==> src/rtl/t_proc_sched.sv <==
// t_proc_sched: tile scheduler sequencing the ternary select array over one
// convolution layer (n tiles inner, m tiles outer).
// Ports:
//   clk, rst (async, active-low)
//   start, num_m_tiles, num_n_tiles, num_pix       layer config, sampled at start
//   weight_req/weight_addr/weight_ready            weight tile fetch
//   kernel_valid                                   latches weights into array
//   feat_valid/feat_ready                          feature window handshake
//   acc_en/acc_first/pix_idx                       accumulator control
//   tile_done, busy, done                          status
module t_proc_sched #(
  parameter int Tm       = 8,
  parameter int Tn       = 8,
  parameter int CNT_W    = 8,
  parameter int PIX_W    = 12,
  parameter int ADDR_W   = 16,
  parameter int PIPE_LAT = 1
) (
  input  logic              clk,
  input  logic              rst,
  input  logic              start,
  input  logic [CNT_W-1:0]  num_m_tiles,
  input  logic [CNT_W-1:0]  num_n_tiles,
  input  logic [PIX_W-1:0]  num_pix,
  output logic              weight_req,
  output logic [ADDR_W-1:0] weight_addr,
  input  logic              weight_ready,
  output logic              kernel_valid,
  input  logic              feat_valid,
  output logic              feat_ready,
  output logic              acc_en,
  output logic              acc_first,
  output logic [PIX_W-1:0]  pix_idx,
  output logic              tile_done,
  output logic              busy,
  output logic              done
);

  // An illegal build (latency out of range, empty array) degenerates every
  // layer to the empty case: done pulses, nothing is scheduled.
  localparam bit CFG_OK = (PIPE_LAT >= 1) && (PIPE_LAT <= 7) &&
                          (Tm > 0) && (Tn > 0);
  localparam logic [2:0] LAT_LAST = 3'(PIPE_LAT - 1);

  typedef enum logic [2:0] {
    S_IDLE,
    S_REQ_W,
    S_LATCH,
    S_STREAM,
    S_DRAIN,
    S_NEXT
  } state_e;

  state_e state_q;

  logic [CNT_W-1:0]  m_q, n_q, m_tot_q, n_tot_q;
  logic [PIX_W-1:0]  p_tot_q, pix_q;
  logic [ADDR_W-1:0] addr_q;
  logic [2:0]        drn_q;
  logic              req_q, kv_q, fr_q, td_q, busy_q, done_q;

  logic hs, last_n, last_m, last_pix, cfg_empty;

  assign hs        = fr_q & feat_valid;
  assign last_n    = (n_q == n_tot_q - CNT_W'(1));
  assign last_m    = (m_q == m_tot_q - CNT_W'(1));
  assign last_pix  = (pix_q == p_tot_q - PIX_W'(1));
  assign cfg_empty = !CFG_OK || (num_m_tiles == '0) ||
                     (num_n_tiles == '0) || (num_pix == '0);

  always_ff @(posedge clk or negedge rst) begin
    if (!rst) begin
      state_q <= S_IDLE;
      m_q     <= '0;
      n_q     <= '0;
      m_tot_q <= '0;
      n_tot_q <= '0;
      p_tot_q <= '0;
      pix_q   <= '0;
      addr_q  <= '0;
      drn_q   <= '0;
      req_q   <= 1'b0;
      kv_q    <= 1'b0;
      fr_q    <= 1'b0;
      td_q    <= 1'b0;
      busy_q  <= 1'b0;
      done_q  <= 1'b0;
    end else begin
      kv_q   <= 1'b0;
      td_q   <= 1'b0;
      done_q <= 1'b0;
      unique case (state_q)
        S_IDLE: begin
          if (start) begin
            if (cfg_empty) begin
              done_q <= 1'b1;
            end else begin
              m_tot_q <= num_m_tiles;
              n_tot_q <= num_n_tiles;
              p_tot_q <= num_pix;
              m_q     <= '0;
              n_q     <= '0;
              addr_q  <= '0;
              req_q   <= 1'b1;
              busy_q  <= 1'b1;
              state_q <= S_REQ_W;
            end
          end
        end
        S_REQ_W: begin
          if (weight_ready) begin
            req_q   <= 1'b0;
            kv_q    <= 1'b1;
            pix_q   <= '0;
            state_q <= S_LATCH;
          end
        end
        S_LATCH: begin
          fr_q    <= 1'b1;
          state_q <= S_STREAM;
        end
        S_STREAM: begin
          if (hs) begin
            pix_q <= pix_q + PIX_W'(1);
            if (last_pix) begin
              fr_q    <= 1'b0;
              drn_q   <= '0;
              state_q <= S_DRAIN;
            end
          end
        end
        S_DRAIN: begin
          // Leaves on the cycle the final acc_en leaves the pipeline.
          if (drn_q == LAT_LAST) begin
            td_q    <= last_n;
            done_q  <= last_n & last_m;
            state_q <= S_NEXT;
          end else begin
            drn_q <= drn_q + 3'd1;
          end
        end
        S_NEXT: begin
          if (last_n && last_m) begin
            n_q     <= '0;
            busy_q  <= 1'b0;
            state_q <= S_IDLE;
          end else begin
            if (last_n) begin
              n_q <= '0;
              m_q <= m_q + CNT_W'(1);
            end else begin
              n_q <= n_q + CNT_W'(1);
            end
            addr_q  <= addr_q + ADDR_W'(1);
            req_q   <= 1'b1;
            state_q <= S_REQ_W;
          end
        end
        default: state_q <= S_IDLE;
      endcase
    end
  end

  // Handshake pipeline: shifts every cycle, bubbles carry valid=0.
  logic [PIPE_LAT-1:0] pv_q, pf_q;
  logic [PIX_W-1:0]    pp_q [PIPE_LAT];

  always_ff @(posedge clk or negedge rst) begin
    if (!rst) begin
      pv_q <= '0;
      pf_q <= '0;
      for (int i = 0; i < PIPE_LAT; i++) pp_q[i] <= '0;
    end else begin
      pv_q[0] <= hs;
      pf_q[0] <= hs & (n_q == '0);
      pp_q[0] <= hs ? pix_q : '0;
      for (int i = 1; i < PIPE_LAT; i++) begin
        pv_q[i] <= pv_q[i-1];
        pf_q[i] <= pf_q[i-1];
        pp_q[i] <= pp_q[i-1];
      end
    end
  end

  assign weight_req   = req_q;
  assign weight_addr  = addr_q;
  assign kernel_valid = kv_q;
  assign feat_ready   = fr_q;
  assign acc_en       = pv_q[PIPE_LAT-1];
  assign acc_first    = pf_q[PIPE_LAT-1];
  assign pix_idx      = pp_q[PIPE_LAT-1];
  assign tile_done    = td_q;
  assign busy         = busy_q;
  assign done         = done_q;

endmodule
==> config.mk <==
export PLATFORM = sky130hd
export DESIGN_NAME = t_proc_sched
export DESIGN_NICKNAME = d
export VERILOG_FILES = /design/src/rtl/t_proc_sched.sv
export SDC_FILE = /design/constraint.sdc
export NUM_CORES = 1
export LEC_CHECK = 0
export CAP_MARGIN = 40
export CORE_MARGIN = 1.5
export CORE_UTILIZATION = 60
export CTS_CLUSTER_SIZE = 12
export DETAILED_ROUTE_END_ITERATION = 10
export PLACE_DENSITY = 0.86
export SLEW_MARGIN = 20
export SYNTH_ARGS = -nofsm -noshare
export SYNTH_HDL_FRONTEND = slang
export SYNTH_SLANG_ARGS = --single-unit
==> constraint.sdc <==
create_clock -name clk -period 7.6 [get_ports clk]
set_input_delay 1.52 -clock clk [delete_from_list [all_inputs] [get_ports clk]]
set_output_delay 1.52 -clock clk [all_outputs]
set_load 0.01 [all_outputs]
==> results.sh <==
export IMPL_routed_top_layer="met4"
export IMPL_synth_mux_area_share_pct=0.555
export IMPL_routedWlPerCell_um=17.2
export IMPL_track_usage_pct=28.3
export IMPL_dieWidth_um=98.0
export IMPL_ys_seq_area_share_pct=45.3
export IMPL_outcome="finished, final reports clean"
export IMPL_rsz0062_at_grt="no"
export IMPL_grt_max_degree=53
export IMPL_root_buffer="clkbuf_8"
export IMPL_holdBufCountCts=0
export IMPL_grt_antenna_before_repair=0
export IMPL_routed_wl_um=13300
export IMPL_ys_ff_latch=98
export IMPL_hold_path_class="reg -> reg"
export IMPL_grt_pass1_wl_um=22100
export IMPL_drv_cap=0
export IMPL_place_congestion=0.880
export IMPL_cts_tree="built"
export IMPL_start_kind="primary input"
export IMPL_numCtsBuffers=9
export IMPL_hp_start="weight_req"
export IMPL_hold_viol=0
export IMPL_max_vdd_ir_drop_mv=0.148
export IMPL_cts_max_level=3
export IMPL_drc=0
export IMPL_postSynthCellCount=604
export IMPL_drive_above_1_share_pct=5.26
export IMPL_slew_headroom_pct=42.6
export IMPL_powerDensity_mw_per_mm2=310
export IMPL_final_antenna_net_count=0
export IMPL_met3_length_um=784
export IMPL_grt_pass1_vias=4691
export IMPL_clockBufferDepth=2
export IMPL_overflow=0
export IMPL_syn_num_nets=647
export IMPL_clk_transition_reported_paths_ps=90
export IMPL_cts_resized=0
export IMPL_synth_top_family_by_area="simple AND/OR/NAND/NOR gates"
export IMPL_end_kind="flop"
export IMPL_required_ps=7880
export IMPL_die_area_mm2=0.00960
export IMPL_antenna_cells=0
export IMPL_fin_setup_tns_ps=0
export IMPL_fin_hold_ws_ps=500
export IMPL_synth_compound_area_share_pct=13.8
export IMPL_ys_types=63
export IMPL_yosysWarnings=0
export IMPL_stdcell_area_mm2=0.00641
export IMPL_dr_wl_met2_um=6650
export IMPL_ys_async_sr_fraction_pct=100
export IMPL_coreArea_mm2=0.00872
export IMPL_period_needed_ps=4070
export IMPL_synth_adder_area_share_pct=2.31
export IMPL_vias=4850
export IMPL_fin_crit_sh_pct=53.6
export IMPL_fmax_mhz=246
export IMPL_post_cts_setup_buffers=0
export IMPL_mappedNetlistArea_mm2=0.00541
export IMPL_utilization_pct=73.5
export IMPL_worstPathMaxFanout=41
export IMPL_place_hpwl_um=9470
export IMPL_dr_pass1_iters=5
export IMPL_portBuffers=68
export IMPL_drt_iter0_drc=224
export IMPL_placed_area_mm2=0.00616
export IMPL_num_fill_cells=651
export IMPL_crit_start="num_pix[1]"
export IMPL_synth_simple_area_share_pct=26.4
export IMPL_p_leak_nw=2.86
export IMPL_vias_per_cell=6.27
export IMPL_finClkSkew_ps=10.5
export IMPL_finalSetupViolations=0
export IMPL_regToRegStartpoint="m_tot_q[0]"
export IMPL_synth_xor_area_share_pct=7.72
export IMPL_rows=34
export IMPL_layout_nets=704
export IMPL_crit_arrival_ps=4350
export IMPL_wl_met1_um=5530
export IMPL_clock_latency_ps=360
export IMPL_die_y_um=98.0
export IMPL_worst_slew_pin_transition_ps=854
export IMPL_io_pins=69
export IMPL_syn_avg_cell_area_um2=8.96
export IMPL_synthToLayoutAreaGrowth_pct=18.5
export IMPL_cts_sinks=98
export IMPL_synth_flop_cell="dfrtp_1"
export IMPL_synth_edf_count=0
export IMPL_critPathKind="in -> reg"
export IMPL_initial_core_util_pct=62.1
export IMPL_slew_viol_final=0
[metrics by stage]
stage	worst slack [ps]	power, mW	cells
after global routing	3480	2.12	774
after CTS	3480	1.98	773
after detailed placement	3240	1.58	757
final	3530	1.99	774
after global placement	3220	1.53	755
after floorplan	4520	1.33	604
[area by class of cell]
cell class,instances,area (um2),share of cell area [%]
clock buffers,12,165,2.58
clock inverters,4,72.6,1.13
inverters,23,86.3,1.35
multi-input cells,456,2750,42.9
well taps,108,135,2.11
repair buffers,73,748,11.7
flip-flops and latches,98,2450,38.2
[final timing paths]
check	to	cells after the start	slack (ps)
setup / recovery	m_q[7]	9	3530
hold / removal	weight_req	1	500
setup reg to reg	weight_addr[13]	10	4290
hold reg to reg	weight_req	1	500
max in group asynchronous	n_q[0]	3	5470
min in group asynchronous	m_tot_q[4]	1	1080
[metal layers]
layer  vias to the layer above  track usage, %
li1                       2249               -
met1                      2404            36.7
met2                       165            46.8
met3                        32            6.44
met4                         0            10.3
met5                         -               0
[critical path: stages]
cell	delay, ps
clkdlybuf4s50_1	460
nor4_1	460
nand3_1	230
and3_1	290
and3_2	280
buf_12	200
a21oi_1	490
o21ai_0	220
a21oi_1	190
[layout by cell type, fill, tap and decap left out, drive strengths merged, types with 12 or more instances in the layout]
master and n:
nand3 24, and3 26, clkdlybuf4s50 67, nor3 12, clkbuf 12, inv 23, o21ai 31, nor2 44
dfrtp 98, xnor2 22, xor2 23, nand2 103, a21oi 29
[cell usage after synthesis (all sizes together), types with 3 or more instances]
cell    instances  area [um2]
nand3          24         120
o31ai          11        96.3
inv            23        86.3
nand4b          3        26.3
nor3           12        65.1
nand4           8        50.1
ha             10         125
or4             8        60.1
a21oi          29         156
and3           26         163
a211oi          3        22.5
nor4b           3        26.3
a21o            3        22.5
o21bai          3        22.5
nor4           11        75.1
o22ai           3        18.8
buf             5        40.0
and4            5        43.8
o211ai          6        45.0
xnor2          22         193
nand2b          6        37.5
a31oi           4        25.0
nand2         103         387
mux2i           3        30.0
or3            11        68.8
o21ai          31         159
nor2b           7        43.8
a31o            3        26.3
xor2           23         201
clkbuf         22        82.6
and2            4        25.0
nor2           44         165
dfrtp          98        2450
[registers in the layout, indices dropped and copies added, names as in the netlist, 8 cells and up]
register     count
n_q              8
n_tot_q          8
weight_addr     16
pix_q           12
m_tot_q          8
pix_idx         12
m_q              8
p_tot_q         12
[report_power, final]
part | internal (mW) | total (mW) | switching (mW)
sequential | 0.658 | 0.860 | 0.202
clock | 0.212 | 0.390 | 0.178
combinational | 0.357 | 0.739 | 0.382
[kinds of logic after synthesis]
group           Yosys count
mux                       3
buf+inv                  50
compound gates          113
simple gates            284
xor+xnor                 46
flops                    98
fa+ha+maj                10
Power figures use the tool's default switching activity.
